**src/rtl/im_arbiter_pkg.sv**
```systemverilog
// im_arbiter_pkg: shared sizes and run-control state encoding for im_arbiter
package im_arbiter_pkg;
    localparam int NUM_C_DEF  = 4;
    localparam int ADDR_W_DEF = 16;
    localparam int DATA_W_DEF = 16;
    typedef enum logic [1:0] {
        IDLE = 2'd0,
        RUN  = 2'd1,
        DONE = 2'd2
    } state_e;
endpackage

```
**src/rtl/im_arbiter_rr_arbiter.sv**
```systemverilog
// im_arbiter_rr_arbiter: combinational round-robin pick starting at ptr_i
// elig_i: eligible requesters, ptr_i: search start
// gnt_o: one-hot winner (0 if none), idx_o: winner index
module im_arbiter_rr_arbiter #(
    parameter int NUM_C = 4,
    parameter int IDX_W = 2
) (
    input  logic [NUM_C-1:0] elig_i,
    input  logic [IDX_W-1:0] ptr_i,
    output logic [NUM_C-1:0] gnt_o,
    output logic [IDX_W-1:0] idx_o
);
    always_comb begin
        int j;
        logic [IDX_W-1:0] jj;
        gnt_o = '0;
        idx_o = '0;
        // Walk from the farthest offset down so the lane nearest ptr_i is the last (winning) write.
        for (int k = NUM_C - 1; k >= 0; k--) begin
            j  = (int'(ptr_i) + k) % NUM_C;
            jj = j[IDX_W-1:0];
            if (elig_i[jj]) begin
                gnt_o = NUM_C'(1) << jj;
                idx_o = jj;
            end
        end
    end
endmodule

```
**src/rtl/im_arbiter.sv**
```systemverilog
// im_arbiter: round-robin sharing of one instruction-memory read port among NUM_C cores
// clk/rst: clock, sync active-high reset; start: run pulse; core_done: per-core ENDOP level
// req/addr: per-lane fetch requests; gnt/rvalid/data_out: per-lane grant, response pulse, word
// mem_en/mem_addr/mem_rdata: memory port (data one cycle after mem_en); running/all_done: run status
module im_arbiter
    import im_arbiter_pkg::*;
#(
    parameter int NUM_C  = NUM_C_DEF,
    parameter int ADDR_W = ADDR_W_DEF,
    parameter int DATA_W = DATA_W_DEF
) (
    input  logic                    clk,
    input  logic                    rst,
    input  logic                    start,
    input  logic [NUM_C-1:0]        core_done,
    input  logic [NUM_C-1:0]        req,
    input  logic [NUM_C*ADDR_W-1:0] addr,
    output logic [NUM_C-1:0]        gnt,
    output logic [NUM_C-1:0]        rvalid,
    output logic [NUM_C*DATA_W-1:0] data_out,
    output logic                    mem_en,
    output logic [ADDR_W-1:0]       mem_addr,
    input  logic [DATA_W-1:0]       mem_rdata,
    output logic                    running,
    output logic                    all_done
);
    localparam int IDX_W = (NUM_C > 1) ? $clog2(NUM_C) : 1;
    state_e                  state_q, state_d;
    logic [IDX_W-1:0]        rr_q, rr_d, win, pend_id_q;
    logic                    pend_valid_q;
    logic [NUM_C-1:0]        elig, rvalid_q;
    logic [NUM_C*DATA_W-1:0] data_q;
    assign elig = (state_q == RUN) ? (req & ~core_done) : '0;
    im_arbiter_rr_arbiter #(.NUM_C(NUM_C), .IDX_W(IDX_W)) u_rr (
        .elig_i (elig),
        .ptr_i  (rr_q),
        .gnt_o  (gnt),
        .idx_o  (win)
    );
    assign mem_en   = |gnt;
    assign mem_addr = mem_en ? addr[win*ADDR_W +: ADDR_W] : '0;
    assign rvalid   = rvalid_q;
    assign data_out = data_q;
    assign running  = (state_q == RUN);
    assign all_done = (state_q == DONE);
    always_comb begin
        state_d = (state_q == IDLE && start)        ? RUN  :
                  (state_q == RUN && (&core_done))  ? DONE :
                  (state_q == DONE && start)        ? IDLE : state_q;
        // A fresh run always starts its search at lane 0.
        rr_d    = (state_q == IDLE && start) ? '0 :
                  !mem_en                    ? rr_q :
                  (win == IDX_W'(NUM_C - 1)) ? '0 : win + 1'b1;
    end
    always_ff @(posedge clk) begin
        if (rst) begin
            state_q      <= IDLE;
            rr_q         <= '0;
            pend_valid_q <= 1'b0;
            pend_id_q    <= '0;
            rvalid_q     <= '0;
            data_q       <= '0;
        end else begin
            state_q      <= state_d;
            rr_q         <= rr_d;
            pend_valid_q <= mem_en;
            pend_id_q    <= win;
            rvalid_q     <= '0;
            // Responses drain regardless of run state; only new grants are gated.
            if (pend_valid_q) begin
                rvalid_q[pend_id_q]                  <= 1'b1;
                data_q[pend_id_q*DATA_W +: DATA_W]   <= mem_rdata;
            end
        end
    end
endmodule

```
**config.mk**
```make
export PLATFORM = sky130hd
export DESIGN_NAME = im_arbiter
export DESIGN_NICKNAME = d
export VERILOG_FILES = /design/src/rtl/im_arbiter_pkg.sv /design/src/rtl/im_arbiter_rr_arbiter.sv /design/src/rtl/im_arbiter.sv
export SDC_FILE = /design/constraint.sdc
export NUM_CORES = 1
export LEC_CHECK = 0
export CORE_MARGIN = 5
export CORE_UTILIZATION = 37
export DETAILED_ROUTE_END_ITERATION = 6
export PLACE_DENSITY = 0.8
export SYNTH_ARGS = -nofsm -noshare
export SYNTH_HDL_FRONTEND = slang
export SYNTH_HIERARCHICAL = 1
export SYNTH_SLANG_ARGS = --single-unit
```
**constraint.sdc**
```tcl
create_clock -name clk -period 2.89 [get_ports clk]
set_input_delay 0.289 -clock clk [delete_from_list [all_inputs] [get_ports clk]]
set_output_delay 0.289 -clock clk [all_outputs]
set_load 0.03 [all_outputs]
```
# --- Yosys cells after proc, flatten, opt, wreduce, memory -nomap -nowiden ---
# Index checks and enable logic that the tools add are counted.
totals:
  regBits: 75
  input_bits: 91
  out_inout_bits: 91
  wordCells: 67
op_classes:
  addsub: 5
  magnitude_cmp: 6
  n_eq_ne: 3
  n_shift: 7
  n_mux: 25
  n_bitwise: 3
  n_reduce_logical: 11
op_table:
  columns: ["operator", "n"]
  rows:
  - ["$bwmux 64", 1]
  - ["$shift 16x34->64 const A", 1]
  - ["$shiftx 16x34->64", 1]
  - ["$shiftx 64x7->16", 1]
  - ["$neg 6->34", 1]
  - ["$mux 4", 5]
  - ["$mux 16", 1]
  - ["$shl 1x2->4 const A", 4]
  - ["$lt 2x3->1 const B", 5]
  - ["$mux 2", 7]
  - ["$bmux 1 s2", 4]
  - ["$mux 1", 6]
  - ["$add 2x1->2 const B", 2]
  - ["$add 2x2->2 const B", 2]
  - ["$and 4x4->4", 1]
  - ["$eq 2x2->1 const B", 2]
  - ["$logic_and 1x1->1", 4]
  - ["$not 4->4", 1]
  - ["$reduce_and 4->1", 1]
  - ["$reduce_or 2->1", 2]
  - ["$reduce_or 4->1", 1]
  - ["$reduce_bool 3->1", 1]
  - ["$demux 1 s2", 1]
  - ["$eq 2x1->1 const B", 1]
  - ["other kinds (4)", 4]

# --- Logic depth before layout (Yosys ltp) ---
logic_depth:
  depth_word: 11
  ltp_mapped: 12
  depth_no_buf: 9

# --- Modules after synthesis ---
# The synthesis kept the hierarchy.
by_module_without_submodules:
  columns: ["module", "instances", "cells_each", "area_each_um2", "seq_area_each_um2"]
  rows:
  - ["im_arbiter", 1, 348, 3359.5, 1501.4]
  - ["im_arbiter_rr_arbiter", 1, 60, 490.5, 0.0]

# --- Worst setup path after synthesis ---
# OpenSTA, ideal clock, no wires.
synth_timing:
  path_kind: "reg2out"
  from: "register rr_q[1]"
  to: "output port mem_addr[10]"
  arrival_ns: 3.271
  t_required_ns: 2.601
  slack_ns: -0.670
  path_stages_with_launch: 11
  path_buffers: 2
  cell_sequence: "dfxtp_1 inv_1 ha_1 clkbuf_2 mux4_2 or4_1 a21o_1 o211ai_1 nor4_1 clkbuf_1 nor2b_1"
synth_between:
  elab_chain_cells: 9
  elab_cells_between_ends: 26
  classes_between: "add/sub: 3; shift: 5; mux: 17; reduce/logical: 1"
synth_rtl:
  columns: ["item", "line_no", "rtl"]
  rows:
  - ["from (decl)", "im_arbiter.sv:29", "logic [IDX_W-1:0] rr_q, rr_d, win, pend_id_q;"]
  - ["from (signal assigned)", "im_arbiter.sv:65", "rr_q <= rr_d;"]
  - ["$add 2x2->2", "im_arbiter_rr_arbiter.sv:20", "j = (int'(ptr_i) + k) % NUM_C;"]
  - ["$bmux 1 s2", "im_arbiter_rr_arbiter.sv:22", "if (elig_i[jj]) begin"]
  - ["$mux 1 (not written as such)", "im_arbiter_rr_arbiter.sv:22", null]
  - ["$mux 4 (3 in a row)", "im_arbiter_rr_arbiter.sv:22", null]
  - ["$mux 4 (*)", "im_arbiter_rr_arbiter.sv:22", null]
  - ["net gnt[2]", "im_arbiter.sv:18", "output logic [NUM_C-1:0] gnt,"]
  - ["$reduce_or 4->1 (*)", "im_arbiter.sv:40", "assign mem_en = |gnt;"]
  - ["$mux 16 (*)", "im_arbiter.sv:41", "assign mem_addr = mem_en ? addr[win*ADDR_W +: ADDR_W] : '0;"]
  - ["to (decl)", "im_arbiter.sv:22", "output logic [ADDR_W-1:0] mem_addr,"]
# Mark *: on every way through the listed nets, which the timed path passes. The rest lies on a longest branch. The select of a mux whose other input is x is not followed.

# --- Final worst setup path ---
layout_timing:
  from: "register state_q[1]"
  to: "output port mem_addr[14]"
layout_between:
  elab_chain_cells: 10
  elab_cells_between_ends: 21
  classes_between: "eq/ne: 1; shift: 1; mux: 18; reduce/logical: 1"
layout_rtl:
  columns: ["item", "line_no", "rtl"]
  rows:
  - ["from (decl)", "im_arbiter.sv:28", "state_e state_q, state_d;"]
  - ["from (signal assigned)", "im_arbiter.sv:64", "state_q <= state_d;"]
  - ["$eq 2x1->1 (*)", "im_arbiter.sv:33", "assign elig = (state_q == RUN) ? (req & ~core_done) : '0;"]
  - ["$mux 4 (*)", "im_arbiter.sv:33", null]
  - ["net elig[2]", "im_arbiter.sv:31", "logic [NUM_C-1:0] elig, rvalid_q;"]
  - ["$bmux 1 s2", "im_arbiter_rr_arbiter.sv:22", null]
  - ["$mux 1 (not written as such)", "im_arbiter_rr_arbiter.sv:22", null]
  - ["$mux 2 (3 in a row)", "im_arbiter_rr_arbiter.sv:22", null]
  - ["$mux 2 (*)", "im_arbiter_rr_arbiter.sv:22", null]
  - ["net win[0]", "im_arbiter.sv:29", null]
  - ["$shiftx 64x7->16 (*)", "im_arbiter.sv:41", null]
  - ["$mux 16 (*)", "im_arbiter.sv:41", null]
# Marks and branches as above.

==> results_dict.tcl <==
set metrics [dict create \
    detailed_place.area_mm2 0.00623 \
    crit_type "register to output pin" \
    cp-end-kind "output pin" \
    slew_headroom 0.114 \
    async_flop_share 0 \
    synth_cells 408 \
    wl_per_cell_um 18.1 \
    drtAntennaViolNets 0 \
    firstDrtPassIters 5 \
    place_congestion 0.933 \
    num_antenna_cells 0 \
    clock_sinks 75 \
    synth_seq_cells 75 \
    die_h_um 112 \
    drive_gt1_frac 0.280 \
    core_area_mm2 0.0102 \
    mostFrequentLayoutCells "clkdlybuf4s50_1 (159), dfxtp_1 (72), buf_4 (52)" \
    final_common_cell "clkdlybuf4s50_1" \
    die_x_um 112 \
    drv_slew 0 \
    cts_tree "done" \
    vias 4166 \
    power.density_mw_per_mm2 704 \
    num_rows 37 \
    cp-start-kind "register" \
    htree_levels 3 \
    min_from "rst" \
    worstReg2RegStart "state_q[1]" \
    crit_arrival_ns 3.09 \
    start_util 0.376 \
    setup_viol 19 \
    syn-num-nets 516 \
    tns_ns -7.43 \
    grt_pass1_vias 4285 \
    synth_ff_type "dfxtp_1" \
    grt.overflow.total 0 \
    clk_pin_slew_worst_paths_ns 0.08 \
    violations "setup timing" \
    finalHoldViolCount 0 \
    grtUsageTotal 0.217 \
    drt_wl_total_um 14100 \
    grt_max_degree 39 \
    synth_area_mm2 0.00385 \
    hold_end "data_out[23]" \
    clock-root-buffer "clkbuf_8" \
    fmax_mhz 296 \
    max_cap_viol_count 0 \
    cp_max_fo 7 \
    power.total_w 0.00488 \
    cts_buffer_depth 2 \
    stdcell_area_mm2 0.00693 \
    ys_warn_count 6 \
    synth_area_per_cell_um2 9.44 \
    dieArea_mm2 0.0125 \
    cp.required_ns 2.60 \
    worst_slack_ns -0.484 \
    synth_seq_area_share 0.390 \
    nNetsFinal 745 \
    hpwl_um 10600 \
    port_buffers 181 \
    postCtsHoldBufs 0 \
    irDropWorstVdd_mv 0.799 \
    drt_iter0_drc 281 \
    finalClockSkew_ns 0.00871 \
    grt_first_pass_wirelength_um 22300 \
    syn_to_final_growth_pct 80.1 \
    r2r_slack_ns -0.04 \
    rr_worst_depth 12 \
    hold_depth 2 \
    via_per_inst 5.35 \
    finalCritPeriodShare 1.17 \
    ys_types 48 \
    cts_made_buffers 9 \
    holdCritPathClass "primary input to register" \
    p_leak_nw 2.63 \
    clk_latency_ns 0.35 \
    reg2reg_to "rr_q[1]" \
    layout_min_cycle_time_ns 3.37 \
    synth-edff-count 0 \
    rsz0062_at_grt "yes" \
    fill_cells 746 \
    worst_pin_slew_ns 1.33 \
    status "complete, but fails checks" \
    antenna_found_initial 0 \
    num_io_pins 182 \
    drc 0 \
]
stage by stage:
stage / hold WS [ns] / worst slack (ns) / util / std cells
2_1_floorplan: 0.422 / -0.281 / - / 408
3_3_place_gp: 0.438 / -0.697 / 0.609 / 739
3_5_place_dp: 0.448 / -0.782 / 0.609 / 739
4_1_cts: 0.318 / -0.401 / 0.667 / 770
5_1_grt: 0.326 / -0.558 / 0.678 / 778
6_report: 0.326 / -0.484 / 0.678 / 778
critical path, cell delays in order (launching register included):
cell	delay, ns
dfxtp_2	0.33
nand2b_4	0.19
nor3b_4	0.07
buf_4	0.14
mux2_4	0.30
mux2i_4	0.20
nand3_2	0.15
o2bb2ai_4	0.28
clkbuf_16	0.21
buf_4	0.11
mux4_2	0.48
nor2b_4	0.14
buf_6	0.13
cell families (layout without fill, tap and decap cells):
logic type	after synthesis	in the layout	share of synthesized area
fa+ha+maj	17	17	0.0552
mux	25	25	0.125
flops	75	75	0.390
buf+inv	39	273	0.0491
compound gates	88	88	0.157
simple gates	164	164	0.223
cells in the mapped netlist, drive strengths merged, types with 2 or more instances:
library cell  instances  area [µm²]
a22o                 16         140
clkbuf               14        55.1
nor2                 24        90.1
and2b                 2        16.3
ha                   17         213
mux4                 18         409
buf                  16         100
dfxtp                75        1500
a21o                  2        15.0
nand3                50         250
and2                  6        37.5
a21oi                37         185
a22oi                 3        22.5
inv                   9        33.8
o21ai                 2        10.0
a2bb2oi              16         140
nor3b                 7        62.6
mux2                  3        33.8
nor2b                19         119
nand4                 6        37.5
mux2i                 4        40.0
a31oi                 3        18.8
nand2                37         139
nand3b                3        22.5
nand2b                4        25.0
state kept, by name (all words and copies together) (netlist names):
name          count
state_q           2
rr_q              2
pend_valid_q      1
pend_id_q         2
rvalid            4
data_out         64
routing by layer:
| layer | vias to the layer above | part of all wire | track usage |
|---|---|---|---|
| li1 | 1938 | - | - |
| met1 | 1986 | 0.38 | 0.248 |
| met2 | 221 | 0.51 | 0.386 |
| met3 | 21 | 0.090 | 0.0668 |
| met4 | 0 | 0.021 | 0.0705 |
| met5 | - | 0 | 0 |
final cells by class:
type	count	area [µm²]	share of cell area
well taps	136	170	0.0245
inverters	9	38.8	0.00559
repair buffers	248	2480	0.358
flip-flops and latches	75	1510	0.217
clock inverters	7	106	0.0153
clock buffers	9	124	0.0179
multi-input cells	294	2500	0.361
where the power goes:
group / internal (W) / total [W] / leakage, nW / switching, W
registers: 0.00110 / 0.00115 / 0.608 / 0.0000473
logic: 0.00141 / 0.00282 / 1.91 / 0.00142
clock network: 0.000502 / 0.000912 / 0.117 / 0.000409
worst max path at each step:
stage | cells after the start | to | slack, ns | from
6_report | 12 | mem_addr[14] | -0.48 | state_q[1]
5_1_grt | 12 | mem_addr[14] | -0.56 | state_q[1]
4_1_cts | 11 | mem_addr[9] | -0.40 | state_q[1]
3_5_place_dp | 11 | mem_addr[2] | -0.78 | core_done[3]
3_3_place_gp | 10 | mem_addr[2] | -0.70 | req[2]
2_1_floorplan | 11 | mem_addr[10] | -0.28 | rr_q[0]
what timing repair did:
action / 4_1_cts / 5_1_grt
hold endpoints to repair: 0 / 0
gates resized for setup: 108 / 13
gates cloned: 2 / 0
pin swaps: 17 / 6
setup endpoints to repair: 23 / 23
setup buffers: 14 / 9
Power figures use the tool's default switching activity.
